**src/rtl/cook_timer_ctrl.sv**
```systemverilog
// Microwave cook timer: keypad entry of M..M:SS, 1 Hz BCD countdown, door interlock
// and a power-level duty cycle over a 10-second window.
module cook_timer_ctrl #(
    parameter int MIN_DIGITS  = 1,
    parameter int TICK_DIV    = 100,
    parameter int DONE_CYCLES = 300
) (
    input  logic                        clk,
    input  logic                        clear,
    input  logic                        key_valid,
    input  logic [3:0]                  key_code,
    input  logic                        start_btn,
    input  logic                        stop_btn,
    input  logic                        door_closed,
    input  logic [3:0]                  power_level,
    output logic [4*(MIN_DIGITS+2)-1:0] time_bcd,
    output logic                        magnetron,
    output logic                        done,
    output logic [2:0]                  state
);
    // state | meaning
    // IDLE  | time cleared, waiting for the first digit
    // ENTRY | digits shifting in, waiting for start
    // RUN   | counting down, magnetron gated by the duty cycle
    // PAUSE | time frozen after stop or door open
    // DONE  | cook finished, done held for DONE_CYCLES cycles

    localparam int ND = MIN_DIGITS + 2;
    localparam int TW = 4 * ND;
    localparam int PW = (TICK_DIV > 1) ? $clog2(TICK_DIV) : 1;
    localparam int DW = $clog2(DONE_CYCLES + 1);
    localparam logic [PW-1:0] PRESC_MAX = PW'(TICK_DIV - 1);
    localparam logic [DW-1:0] DONE_LOAD = DW'(DONE_CYCLES - 1);

    typedef enum logic [2:0] {
        S_IDLE  = 3'd0,
        S_ENTRY = 3'd1,
        S_RUN   = 3'd2,
        S_PAUSE = 3'd3,
        S_DONE  = 3'd4
    } state_t;

    state_t          r_state;
    logic [TW-1:0]   r_time;
    logic [PW-1:0]   r_presc;
    logic [3:0]      r_window;
    logic [3:0]      r_level;
    logic [DW-1:0]   r_done_cnt;

    logic            w_tick;
    logic            w_ev_start;
    logic            w_ev_tick;
    logic            w_ev_key;
    logic            w_leave_run;
    logic            w_pwm_on;
    logic [3:0]      w_level_in;
    logic [TW-1:0]   w_time_dec;

    // Tens of seconds borrow wraps to 5; every other digit is a plain decade.
    function automatic logic [TW-1:0] bcd_dec(input logic [TW-1:0] t);
        logic [TW-1:0] res;
        logic          borrow;
        res    = t;
        borrow = 1'b1;
        for (int i = 0; i < ND; i++) begin
            if (borrow) begin
                if (t[4*i +: 4] == 4'd0) begin
                    res[4*i +: 4] = (i == 1) ? 4'd5 : 4'd9;
                end else begin
                    res[4*i +: 4] = t[4*i +: 4] - 4'd1;
                    borrow        = 1'b0;
                end
            end
        end
        return res;
    endfunction

    // Highest asserted event wins: stop > door open > start > tick > key.
    assign w_leave_run = stop_btn || !door_closed;
    assign w_ev_start  = start_btn && !stop_btn && door_closed;
    assign w_tick      = (r_state == S_RUN) && (r_presc == PRESC_MAX);
    assign w_ev_tick   = w_tick && !w_leave_run && !start_btn;
    assign w_ev_key    = key_valid && (key_code <= 4'd9) && !w_leave_run && !start_btn;
    assign w_time_dec  = bcd_dec(r_time);
    assign w_level_in  = ((power_level == 4'd0) || (power_level > 4'd10)) ? 4'd10 : power_level;
    assign w_pwm_on    = (r_window < r_level);

    always_ff @(posedge clk or posedge clear) begin
        if (clear) begin
            r_state    <= S_IDLE;
            r_time     <= '0;
            r_presc    <= '0;
            r_window   <= 4'd0;
            r_level    <= 4'd10;
            r_done_cnt <= '0;
        end else begin
            case (r_state)
                S_IDLE: begin
                    if (w_ev_key) begin
                        r_time  <= {{(TW-4){1'b0}}, key_code};
                        r_state <= S_ENTRY;
                    end
                end
                S_ENTRY: begin
                    if (stop_btn) begin
                        r_time  <= '0;
                        r_state <= S_IDLE;
                    end else if (w_ev_start) begin
                        if (r_time != '0) begin
                            r_state  <= S_RUN;
                            r_presc  <= '0;
                            r_window <= 4'd0;
                            r_level  <= w_level_in;
                        end
                    end else if (w_ev_key) begin
                        r_time <= {r_time[TW-5:0], key_code};
                    end
                end
                S_RUN: begin
                    r_presc <= w_tick ? '0 : r_presc + PW'(1);
                    if (w_leave_run) begin
                        r_state <= S_PAUSE;
                    end else if (w_ev_tick) begin
                        r_time <= w_time_dec;
                        if (w_time_dec == '0) begin
                            r_state    <= S_DONE;
                            r_done_cnt <= DONE_LOAD;
                        end else begin
                            r_window <= (r_window == 4'd9) ? 4'd0 : r_window + 4'd1;
                        end
                    end
                end
                S_PAUSE: begin
                    if (stop_btn) begin
                        r_time  <= '0;
                        r_state <= S_IDLE;
                    end else if (w_ev_start) begin
                        r_state  <= S_RUN;
                        r_presc  <= '0;
                        r_window <= 4'd0;
                        r_level  <= w_level_in;
                    end
                end
                S_DONE: begin
                    if (w_leave_run || (r_done_cnt == '0)) begin
                        r_state <= S_IDLE;
                    end else begin
                        r_done_cnt <= r_done_cnt - DW'(1);
                    end
                end
                default: begin
                    r_state <= S_IDLE;
                    r_time  <= '0;
                end
            endcase
        end
    end

    // Door term is deliberately combinational so the interlock acts within the cycle.
    assign magnetron = (r_state == S_RUN) && w_pwm_on && door_closed;
    assign done      = (r_state == S_DONE);
    assign time_bcd  = r_time;
    assign state     = r_state;

endmodule

```
**config.mk**
```make
export PLATFORM = sky130hd
export DESIGN_NAME = cook_timer_ctrl
export DESIGN_NICKNAME = d
export VERILOG_FILES = /design/src/rtl/cook_timer_ctrl.sv
export SDC_FILE = /design/constraint.sdc
export NUM_CORES = 1
export LEC_CHECK = 0
export CAP_MARGIN = 20
export CORE_UTILIZATION = 55
export DETAILED_ROUTE_END_ITERATION = 7
export GPL_TIMING_DRIVEN = 1
export PLACE_DENSITY_LB_ADDON = 0.2
export SETUP_SLACK_MARGIN = 0.5
export SYNTH_ARGS = -nofsm -noshare
export SYNTH_HDL_FRONTEND = slang
export SYNTH_SLANG_ARGS = --single-unit
```
**constraint.sdc**
```tcl
create_clock -name clk -period 2.6 [get_ports clk]
set_input_delay 0.39 -clock clk [delete_from_list [all_inputs] [get_ports clk]]
set_output_delay 0.39 -clock clk [all_outputs]
set_load 0.005 [all_outputs]
```
==> qor.log, run 1 <==
qor: outcome.run_status completed
qor: critical_path.cp_num_buf_inv 1
qor: timing.slew_headroom 0.648
qor: timing.fmax 412 MHz
qor: yosys.most_used_flip_flop_cell_after_synthesis sky130_fd_sc_hd__dfrtp_1
qor: yosys.synth_nets 311
qor: die.core_region_area 0.00438 mm2
qor: finish.num-fill-cells 291
qor: route.total_iterations_of_the_first_detailed_routing_run 7
qor: critical_path.critical_path.reg2reg.endpoint r_done_cnt[2]
qor: die.die_height 69.7 um
qor: finish.antenna_cells 0
qor: global_route.grt_pass1_wl 11000 um
qor: timing.rsz0062_at_grt yes
qor: global_route.grt_start_max_net_pins 40
qor: yosys.yosysSeqAreaShare 0.388
qor: power.worst_ir_drop_vdd 0.596 mV
qor: timing.finalSetupTns 0 ns
qor: timing.postLayoutSetupSlackWorst 0.172 ns
qor: finish.num-nets-final 371
qor: clocking.clk_root_buffer_cell sky130_fd_sc_hd__clkbuf_8
qor: timing.timing.final.max_slew_violations 0
qor: clocking.clock_path_buffers 2
qor: route.routed_via_density 6.58
qor: route.drtIter0Drc 207
qor: run.max_cap_viol_count 0
qor: clocking.clock_slew_seen_by_the_registers_of_the_worst_setup_and_hold_paths 0.08 ns
qor: timing.max_slew.worst_pin.slew 0.524 ns
qor: placement.placement.setup.worst_slack 0.0597 ns
qor: global_route.gr-usage-all-layers 0.283
qor: route.drc_errors 0
qor: die.floorplan.initialDensity 0.574
qor: route.final_antenna_net_count 0
qor: timing.final.setup_skew 0.00509 ns
qor: power.totalPowerFinal 3.59 mW
qor: placement.dp.final_hpwl 4290 um
qor: clocking.tritoncts yes
qor: timing.layout_worst_path_cycle_share 0.934
qor: route.vias 2630
qor: clocking.worst_skew_pair.late_latency 0.30 ns
qor: critical_path.worst_setup_path_category reg2reg
qor: die.fp-row-count 24
qor: clocking.cts_buffers 5
qor: die.io-pin-count 31
qor: finish.synth_to_final_area_change 36.8%
qor: yosys.gate_count_of_the_mapped_netlist 287
qor: placement.finalWeightedCongestion 0.815
qor: global_route.grt_met1_use 0.362
qor: timing.setup_violations 0
qor: global_route.use_met3 0.0509
qor: placement.portBuffers 30
qor: global_route.final_global_route_overflow_total 0
qor: global_route.globalRouteMet2Util 0.468
qor: timing.timing.final.hold_violations 0
qor: critical_path.critPathSlowestCell sky130_fd_sc_hd__or4_4
qor: critical_path.crit-reg2reg-launch time_bcd[1]
qor: critical_path.ff2ff_path_depth 7
qor: worst_hold_path.worstHoldEndpoint r_level[1]
qor: worst_hold_path.hold_start r_level[1]
qor: finish.layout_cells_excl_fill 400
qor: yosys.synth.distinct_cells 59
qor: critical_path.critical-path-top-delay-family simple AND/OR/NAND/NOR gates
qor: critical_path.crit_required 2.77 ns
qor: critical_path.cpPeakStageDelay 0.58 ns
qor: yosys.synthArstFlopShare 1.00
qor: worst_hold_path.hold_path_depth 2
qor: yosys.syn-cell-area 0.00252 mm2
qor: critical_path.cp_cell_sequence inv_2, ha_4, or4b_4, a2111o_1, or4_4, o21ai_4, a41oi_2
qor: clocking.cts_num_sinks 39
qor: clocking.h-tree-depth 2
qor: finish.drive_above_1_share 0.239
qor: route.drt_wl_total 7500 um
qor: critical_path.nature_of_the_critical_path_startpoint flip-flop
qor: critical_path.critical_path_arrival 2.60 ns
qor: timing.clock_period_minus_worst_slack 2.43 ns
qor: power.power.leakage 1.48 nW
qor: global_route.grt_antenna_before_repair 0
qor: die.fp.dieArea 0.00485 mm2
qor: critical_path.worst_setup_path_end_kind flip-flop
qor: yosys.synthesis.yosys.warnings 0
qor: yosys.synth_enable_flop_cells 0
qor: critical_path.worstPathMaxFanout 8
qor: placement.place_inst 376
qor: finish.multi_input_area 0.00163 mm2
qor: global_route.grt.busiest_layer met2
qor: finish.ff_latch_area 980 um2
qor: route.post_drt_wl_per_cell 18.7 um
qor: worst_hold_path.worst_hold_class reg2reg
qor: critical_path.setup.reg_to_reg.worst_slack 0.17 ns
qor: yosys.ys_seq_elements 39
qor: power.power_per_cell_area 1040 mW/mm2
qor: global_route.first_global_vias 2408
qor: die.die-width 69.7 um
qor: yosys.average_size_of_a_mapped_cell 8.78 um2
==> Yosys cell counts (all sizes together), types with 2 or more instances <==
library cell,number,area (um2)
dfrtp,37,926
o21ai,26,134
nand2,25,93.8
nor2,24,90.1
a21oi,20,104
inv,13,48.8
nor3,11,60.1
ha,10,125
nand2b,10,62.6
clkbuf,9,33.8
nor2b,9,56.3
a22o,8,70.1
nand3,6,30.0
o211ai,5,37.5
o31ai,5,37.5
a31oi,4,25.0
or4b,4,40.0
a211oi,3,22.5
a22oi,3,22.5
and3,3,18.8
buf,3,20.0
mux2i,3,30.0
nor3b,3,22.5
nor4,3,25.0
or2,3,18.8
a2bb2oi,2,17.5
a32o,2,20.0
a32oi,2,17.5
a41oi,2,17.5
dfstp,2,52.6
nand4,2,12.5
nand4b,2,17.5
o22ai,2,12.5
or3,2,12.5
or4,2,15.0
==> repair_timing <==
action	CTS	global route
buffers inserted	7	8
endpoints found under the setup margin	30	40
hold buffers	0	0
resized for setup	17	28
gates cloned	0	1
endpoints found under the hold margin	0	0
pin swaps	7	11
==> kinds of logic after synthesis <==
logic type | Yosys count | synth area share
simple gates | 114 | 0.249
fa+ha+maj | 10 | 0.0497
buf+inv | 25 | 0.0407
compound gates | 94 | 0.252
xor+xnor | 1 | 0.00348
mux | 4 | 0.0164
flops | 39 | 0.388
==> worst reg2reg max path: cells and delay by family (launching register included) <==
kind | cells | cell delay [ns]
AOI/OAI and AO/OA | 3 | 0.64
adders and majority gates | 1 | 0.12
DFF | 1 | 0.42
buffers and inverters | 1 | 0.10
and+or+nand+nor | 2 | 1.04
==> placed cells by master, fill, tap and decap left out, types with 9 or more instances in the layout <==
cell type	netlist	routed
sky130_fd_sc_hd__a21oi_1	19	17
sky130_fd_sc_hd__o21ai_1	7	10
sky130_fd_sc_hd__clkdlybuf4s50_1	0	26
sky130_fd_sc_hd__buf_4	0	32
sky130_fd_sc_hd__o21ai_0	18	15
sky130_fd_sc_hd__nand2b_1	10	10
sky130_fd_sc_hd__nor2_1	24	24
sky130_fd_sc_hd__nand2_1	25	24
sky130_fd_sc_hd__inv_1	13	11
sky130_fd_sc_hd__dfrtp_1	37	36
sky130_fd_sc_hd__nor3_1	10	9
==> layer usage <==
metal  vias up  wire (um)
met2       140       3750
li1       1190          -
met4         0        204
met3        25        434
met5         -          0
met1      1275       3110
==> metrics by stage <==
| step | instance area, um2 | utilization | hold WS [ns] |
|---|---|---|---|
| floorplan | 2520 | - | 0.454 |
| global placement | 3000 | 0.685 | 0.474 |
| global route | 3440 | 0.786 | 0.520 |
| finish | 3440 | 0.786 | 0.497 |
| CTS | 3250 | 0.742 | 0.497 |
| detailed placement | 3000 | 0.685 | 0.484 |
==> where the power goes <==
part / internal [mW] / leakage (nW) / switching (mW)
clock: 0.286 / 0.0581 / 0.231
sequential: 0.788 / 0.500 / 0.267
combinational: 1.02 / 0.917 / 1.00
==> how the worst max path moves through the flow <==
stage                           start            end  cells after the start
final                     time_bcd[1]  r_done_cnt[2]                      7
after global routing      time_bcd[1]  r_done_cnt[8]                      6
after CTS                 time_bcd[1]  r_done_cnt[2]                      7
after detailed placement  time_bcd[0]  r_done_cnt[2]                      6
after global placement    time_bcd[0]  r_done_cnt[2]                      6
after floorplan           time_bcd[1]  r_done_cnt[2]                      8
==> layout make-up <==
class,count,share of cell area
multi-input cells,223,0.474
repair buffers,65,0.175
well taps,52,0.0189
clock buffers,5,0.0200
inverters,13,0.0142
clock inverters,3,0.0127
flip-flops and latches,39,0.284
==> registers in the layout, indices dropped and copies added (netlist names) <==
signal and flops:
state 3, r_level 4, r_done_cnt 9, r_window 4
time_bcd 12, r_presc 7
Note: power is estimated with default switching activity, not from simulation.
==> run 2: changes to the inputs <==
- PLACE_DENSITY: not set -> 0.79
- PLACE_DENSITY_LB_ADDON: 0.2 -> not set
==> run 2 against run 1 <==
  * Via count is 2.6% higher
  * Cell count is 2.8% higher
  * Register-to-register slack worse by 0.03 ns
  * Setup slack lost 0.026 ns
==> qor.log, run 2 (synthesized netlist as in run 1, its figures left out) <==
qor: timing.finalSetupTns 0 ns [unchanged]
qor: power.share_seq_of_total_power 0.268 [was 0.294]
qor: critical_path.crit-reg2reg-launch time_bcd[0] [was time_bcd[1]]
qor: critical_path.worst_setup_path_end_kind flip-flop [unchanged]
qor: die.fp.dieArea 0.00485 mm2 [unchanged]
qor: finish.antenna_cells 0 [unchanged]
qor: route.total_iterations_of_the_first_detailed_routing_run 5 [was 7]
qor: critical_path.ff2ff_path_depth 10 [was 7]
qor: critical_path.nature_of_the_critical_path_startpoint flip-flop [unchanged]
qor: global_route.grt_start_max_net_pins 40 [unchanged]
qor: route.routed_via_density 6.57 [was 6.58]
qor: global_route.grt_antenna_before_repair 0 [unchanged]
qor: die.core_region_area 0.00438 mm2 [unchanged]
qor: critical_path.critical_path_arrival 2.68 ns [was 2.60 ns]
qor: power.net-switching-power 1.58 mW [was 1.50 mW]
qor: timing.slew_headroom 0.607 [was 0.648]
qor: placement.dp.final_hpwl 4170 um [was 4290 um]
qor: finish.largest_reg_flops 12 [unchanged]
qor: placement.finalWeightedCongestion 0.849 [was 0.815]
qor: power.p_int 2.25 mW [was 2.09 mW]
qor: clocking.clock_path_buffers 2 [unchanged]
qor: die.die_height 69.7 um [unchanged]
qor: route.drtIter0Drc 352 [was 207]
qor: timing.rsz0062_at_grt yes [unchanged]
qor: finish.num-fill-cells 249 [was 291]
qor: clocking.tritoncts yes [unchanged]
qor: die.io-pin-count 31 [unchanged]
qor: critical_path.worstPathMaxFanout 5 [was 8]
qor: finish.finalInstanceArea 0.00359 mm2 [was 0.00344 mm2]
qor: die.die-width 69.7 um [unchanged]
qor: timing.layout_worst_path_cycle_share 0.944 [was 0.934]
qor: clocking.clock_slew_seen_by_the_registers_of_the_worst_setup_and_hold_paths 0.08 ns [about the same]
qor: global_route.gr-usage-all-layers 0.297 [was 0.283]
qor: worst_hold_path.worst_hold_class in2async [was reg2reg]
qor: timing.fmax 407 MHz [was 412 MHz]
qor: global_route.first_global_vias 2413 [was 2408]
qor: timing.final.setup_skew 0.0100 ns [was 0.00509 ns]
qor: timing.max_slew.worst_pin.slew 0.585 ns [was 0.524 ns]
qor: power.power.leakage 1.51 nW [was 1.48 nW]
qor: critical_path.critical_path.reg2reg.endpoint r_window[1] [was r_done_cnt[2]]
qor: global_route.grt_pass1_wl 11500 um [was 11000 um]
qor: power.share_clk_of_total_power 0.141 [was 0.144]
qor: global_route.final_global_route_overflow_total 0 [unchanged]
qor: clocking.clk_root_buffer_cell sky130_fd_sc_hd__clkbuf_8 [unchanged]
qor: critical_path.crit_required 2.82 ns [was 2.77 ns]
qor: die.floorplan.initialDensity 0.574 [unchanged]
qor: power.switching_fraction_of_total_power 0.413 [was 0.417]
qor: critical_path.setup.reg_to_reg.worst_slack 0.15 ns [was 0.17 ns]
qor: finish.multi_input_area 0.00168 mm2 [was 0.00163 mm2]
qor: route.vias 2699 [was 2630]
qor: placement.portBuffers 30 [unchanged]
qor: timing.timing.final.hold_violations 0 [unchanged]
qor: run.max_cap_viol_count 0 [unchanged]
qor: route.post_drt_wl_per_cell 19.2 um [was 18.7 um]
qor: power.power_per_cell_area 1070 mW/mm2 [was 1040 mW/mm2]
qor: route.drc_errors 0 [unchanged]
qor: route.final_antenna_net_count 0 [unchanged]
qor: clocking.cts_buffers 5 [unchanged]
qor: die.fp-row-count 24 [unchanged]
qor: timing.clock_period_minus_worst_slack 2.45 ns [was 2.43 ns]
qor: power.combinationalPowerShare 0.590 [was 0.563]
qor: route.drt_wl_total 7890 um [was 7500 um]
qor: placement.dpl-instance-area 0.00300 mm2 [about the same]
qor: finish.num-nets-final 382 [was 371]
qor: clocking.cts_num_sinks 39 [unchanged]
qor: finish.ff_latch_area 982 um2 [was 980 um2]
qor: clocking.worst_skew_pair.late_latency 0.30 ns [about the same]
qor: outcome.run_status completed [unchanged]
qor: finish.final_common_cell sky130_fd_sc_hd__buf_4 [was sky130_fd_sc_hd__dfrtp_1]
qor: timing.timing.final.max_slew_violations 0 [unchanged]
qor: finish.synth_to_final_area_change 42.6% [was 36.8%]
qor: finish.final_cell_mix sky130_fd_sc_hd__buf_4 (41), sky130_fd_sc_hd__dfrtp_1 (34), sky130_fd_sc_hd__clkdlybuf4s50_1 (26), sky130_fd_sc_hd__nand2_1 (24), sky130_fd_sc_hd__nor2_1 (22) [was sky130_fd_sc_hd__dfrtp_1 (36), sky130_fd_sc_hd__buf_4 (32), sky130_fd_sc_hd__clkdlybuf4s50_1 (26), sky130_fd_sc_hd__nor2_1 (24), sky130_fd_sc_hd__nand2_1 (24)]
qor: power.worst_ir_drop_vdd 0.658 mV [was 0.596 mV]
qor: critical_path.worst_setup_path_category reg2reg [unchanged]
qor: clocking.h-tree-depth 2 [unchanged]
qor: finish.drive_above_1_share 0.273 [was 0.239]
qor: timing.setup_violations 0 [unchanged]
## run 2: cell types whose count changed in the layout (fill, tap and decap cells not counted), sizes merged
cell	previous run	this run
buf	33	45
clkinv	2	1
bufbuf	0	1
dlymetal6s2s	3	0
dlygate4sd2	0	3
clkbuf	8	7
## run 2: per-stage QoR
stage	power [mW]	cells	hold WS, ns	setup slack (ns)	util
3_3_place_gp	2.52	375	0.476	0.164	0.684
5_1_grt	4.00	411	0.521	0.0818	0.819
2_1_floorplan	1.94	287	0.454	0.268	-
3_5_place_dp	2.55	375	0.488	0.0822	0.684
4_1_cts	3.45	398	0.500	0.255	0.769
6_report	3.83	411	0.504	0.145	0.819
## run 2: layer usage
layer | GRT usage | part of all wire | vias up
met3 | 0.0640 | 0.066 | 41
met1 | 0.379 | 0.41 | 1294
met5 | 0 | 0 | -
met4 | 0.142 | 0.042 | 0
met2 | 0.479 | 0.48 | 144
li1 | - | - | 1220
## run 2: worst max-delay path by stage
stage | start | endpoint | slack, ns | cells past startpoint
global route | time_bcd[1] | r_window[1] | 0.08 | 11
CTS | time_bcd[1] | r_done_cnt[2] | 0.26 | 7
global placement | time_bcd[0] | r_done_cnt[4] | 0.16 | 6
detailed placement | time_bcd[0] | r_done_cnt[2] | 0.08 | 6
finish | time_bcd[0] | r_window[1] | 0.15 | 10
floorplan | time_bcd[1] | r_done_cnt[2] | 0.27 | 8
## run 2: worst max-delay path, stage by stage, from the launching register on
cell and delay, ns:
sky130_fd_sc_hd__dfrtp_2 0.46, sky130_fd_sc_hd__inv_1 0.13, sky130_fd_sc_hd__ha_2 0.26, sky130_fd_sc_hd__nand2b_1 0.14, sky130_fd_sc_hd__a2111o_1 0.43, sky130_fd_sc_hd__buf_4 0.16, sky130_fd_sc_hd__buf_6 0.11, sky130_fd_sc_hd__nor4_4 0.23
sky130_fd_sc_hd__buf_4 0.21, sky130_fd_sc_hd__a21oi_1 0.09, sky130_fd_sc_hd__o22ai_1 0.15
## run 2: layout make-up
cell class,instances,area share
clock inverter,2,0.00976
inverter,13,0.0136
timing repair buffer,76,0.195
clock buffer,6,0.0230
sequential,39,0.274
multi-input combinational,223,0.467
tap,52,0.0181
## run 2: power by group through the flow
stage	logic, mW	clock network (mW)	registers (mW)
after global routing	2.38	0.566	1.05
after global placement	1.50	0	1.02
after detailed placement	1.53	0	1.02
after CTS	1.89	0.542	1.02
final	2.26	0.542	1.03
after floorplan	0.971	0	0.964
## run 2: repair_timing
action | CTS | global route
setup endpoints to repair | 31 | 41
gates cloned | 2 | 0
pin swaps | 9 | 9
gates resized for setup | 23 | 33
buffers inserted | 13 | 13
hold buffers | 0 | 0
==> run 3: changes to the inputs <==
- CORE_MARGIN: not set -> 4
==> run 3 against run 2 <==
  * Via count decreased by 0.93%
  * Clock skew decreased by 0.0062 ns
  * Design area decreased by 3.5%
  * Largest cell class unchanged
  * Utilization decreased by 2.9 points
  * Power decreased by 4.7%
==> qor.log, run 3 (synthesized netlist as in run 1, its figures left out) <==
qor: outcome.run_status completed [unchanged]
qor: finish.final_common_cell sky130_fd_sc_hd__dfrtp_1 [was sky130_fd_sc_hd__buf_4]
qor: timing.max_slew.worst_pin.slew 0.538 ns [was 0.585 ns]
qor: run.max_cap_viol_count 0 [unchanged]
qor: finish.drive_above_1_share 0.249 [was 0.273]
qor: critical_path.worst_setup_path_category reg2reg [unchanged]
qor: clocking.clock_slew_seen_by_the_registers_of_the_worst_setup_and_hold_paths 0.08 ns [about the same]
qor: clocking.clk_root_buffer_cell sky130_fd_sc_hd__clkbuf_8 [unchanged]
qor: critical_path.cp_num_buf_inv 1 [was 4]
qor: power.totalPowerFinal 3.65 mW [was 3.83 mW]
qor: finish.final_cell_mix sky130_fd_sc_hd__dfrtp_1 (34), sky130_fd_sc_hd__buf_4 (32), sky130_fd_sc_hd__clkdlybuf4s50_1 (26), sky130_fd_sc_hd__nand2_1 (25), sky130_fd_sc_hd__nor2_1 (23) [was sky130_fd_sc_hd__buf_4 (41), sky130_fd_sc_hd__dfrtp_1 (34), sky130_fd_sc_hd__clkdlybuf4s50_1 (26), sky130_fd_sc_hd__nand2_1 (24), sky130_fd_sc_hd__nor2_1 (22)]
qor: critical_path.crit_required 2.76 ns [was 2.82 ns]
qor: route.drt_wl_total 7720 um [was 7890 um]
qor: clocking.tritoncts yes [unchanged]
qor: critical_path.critPathSlowestCell sky130_fd_sc_hd__or4_4 [was sky130_fd_sc_hd__dfrtp_2]
qor: timing.timing.final.hold_violations 0 [unchanged]
qor: route.vias 2674 [was 2699]
qor: finish.antenna_cells 0 [unchanged]
qor: finish.layout.core_utilization 0.791 [was 0.819]
qor: timing.layout_worst_path_cycle_share 0.973 [was 0.944]
qor: global_route.grt_pass1_wl 11400 um [was 11500 um]
qor: critical_path.worstPathMaxFanout 8 [was 5]
qor: die.io-pin-count 31 [unchanged]
qor: worst_hold_path.worst_hold_class in2async [unchanged]
qor: route.routed_via_density 6.67 [was 6.57]
qor: route.post_drt_wl_per_cell 19.3 um [was 19.2 um]
qor: placement.finalWeightedCongestion 0.810 [was 0.849]
qor: global_route.grt_antenna_before_repair 0 [unchanged]
qor: critical_path.setup.reg_to_reg.worst_slack 0.07 ns [was 0.15 ns]
qor: critical_path.nature_of_the_critical_path_startpoint flip-flop [unchanged]
qor: critical_path.critical_path_arrival 2.69 ns [was 2.68 ns]
qor: die.die_height 75.7 um [was 69.7 um]
qor: finish.synth_to_final_area_change 37.6% [was 42.6%]
qor: die.die-width 75.7 um [was 69.7 um]
qor: timing.final.setup_skew 0.00385 ns [was 0.0100 ns]
qor: finish.largest_reg_flops 12 [unchanged]
qor: die.fp-row-count 24 [unchanged]
qor: die.core_region_area 0.00438 mm2 [unchanged]
qor: global_route.gr-usage-all-layers 0.262 [was 0.297]
qor: critical_path.cpPeakStageDelay 0.60 ns [was 0.46 ns]
qor: timing.fmax 395 MHz [was 407 MHz]
qor: timing.finalSetupTns 0 ns [unchanged]
qor: critical_path.worst_setup_path_end_kind flip-flop [unchanged]
qor: route.total_iterations_of_the_first_detailed_routing_run 5 [unchanged]
qor: clocking.worst_skew_pair.late_latency 0.30 ns [about the same]
qor: global_route.grt_start_max_net_pins 40 [unchanged]
qor: placement.portBuffers 30 [unchanged]
qor: timing.setup_violations 0 [unchanged]
qor: timing.clock_period_minus_worst_slack 2.53 ns [was 2.45 ns]
qor: power.power.leakage 1.46 nW [was 1.51 nW]
qor: clocking.clock_path_buffers 2 [unchanged]
qor: finish.num-fill-cells 278 [was 249]
qor: timing.rsz0062_at_grt yes [unchanged]
qor: critical_path.cp_cell_sequence inv_2, ha_4, or4b_4, a2111o_1, or4_4, o21ai_4, a41oi_2 [was inv_1, ha_2, nand2b_1, a2111o_1, buf_4, buf_6, nor4_4, buf_4, a21oi_1, o22ai_1]
qor: global_route.first_global_vias 2354 [was 2413]
qor: route.drc_errors 0 [unchanged]
qor: die.floorplan.initialDensity 0.574 [unchanged]
qor: timing.timing.final.max_slew_violations 0 [unchanged]
qor: clocking.cts_buffers 5 [unchanged]
qor: critical_path.critical-path-top-delay-family simple AND/OR/NAND/NOR gates [was compound AO/OA/AOI/OAI gates]
qor: power.worst_ir_drop_vdd 0.646 mV [was 0.658 mV]
qor: route.final_antenna_net_count 0 [unchanged]
qor: clocking.h-tree-depth 2 [unchanged]
qor: global_route.final_global_route_overflow_total 0 [unchanged]
qor: placement.dp.final_hpwl 4400 um [was 4170 um]
qor: finish.num-nets-final 372 [was 382]
qor: timing.slew_headroom 0.639 [was 0.607]
qor: power.power_per_cell_area 1050 mW/mm2 [was 1070 mW/mm2]
qor: clocking.cts_num_sinks 39 [unchanged]
qor: route.drtIter0Drc 282 [was 352]
qor: die.fp.dieArea 0.00573 mm2 [was 0.00485 mm2]
## run 3: cell types whose count changed in the layout (fill, tap and decap cells not counted), sizes merged
cell,previous run,this run
buf,45,35
bufbuf,1,0
clkbuf,7,8
## run 3: final cells by class
type | count | area, um2 | share of cell area
clock buffer | 6 | 82.6 | 0.0238
clock inverter | 2 | 35.0 | 0.0101
multi-input combinational | 223 | 1650 | 0.475
inverter | 13 | 48.8 | 0.0141
tap | 52 | 65.1 | 0.0188
timing repair buffer | 66 | 604 | 0.174
sequential | 39 | 982 | 0.283
## run 3: where the power goes
group / total [mW] / internal [mW] / switching, mW
clock network: 0.533 / 0.311 / 0.223
logic: 2.07 / 1.04 / 1.03
registers: 1.05 / 0.790 / 0.261
## run 3: per-stage QoR
stage | worst slack, ns | hold slack (ns) | std cells | cell area, um2
floorplan | 0.268 | 0.454 | 287 | 2520
global placement | 0.167 | 0.474 | 374 | 2990
detailed placement | 0.0340 | 0.493 | 374 | 2990
CTS | 0.251 | 0.504 | 388 | 3280
global route | 0.0265 | 0.528 | 401 | 3470
finish | 0.0690 | 0.501 | 401 | 3470
## run 3: worst paths after layout
check / start / endpoint / depth (start not counted)
max: time_bcd[1] / r_done_cnt[2] / 7
min: clear / r_presc[0] / 3
max reg2reg: time_bcd[1] / r_done_cnt[2] / 7
min reg2reg: r_level[1] / r_level[1] / 2
max in group asynchronous: clear / state[1] / 3
min in group clk: r_level[1] / r_level[1] / 2
## run 3: worst register-to-register path, stage by stage (launching register included)
cell and delay (ns):
sky130_fd_sc_hd__dfrtp_1 0.39, sky130_fd_sc_hd__inv_2 0.09, sky130_fd_sc_hd__ha_4 0.14, sky130_fd_sc_hd__or4b_4 0.45, sky130_fd_sc_hd__a2111o_1 0.36, sky130_fd_sc_hd__or4_4 0.60
sky130_fd_sc_hd__o21ai_4 0.21, sky130_fd_sc_hd__a41oi_2 0.15
## run 3: metal layers
layer,GRT usage,part of all wire,up-vias
met5,0,0,-
met4,0.130,0.046,0
met3,0.0409,0.069,44
met2,0.426,0.48,152
met1,0.340,0.40,1276
li1,-,-,1202
## run 3: what timing repair did
item,in CTS,in global routing
hold buffers,0,0
buffers inserted,5,11
endpoints found under the setup margin,34,41
gates resized for setup,23,28
cloned,1,2
pin swaps,10,12
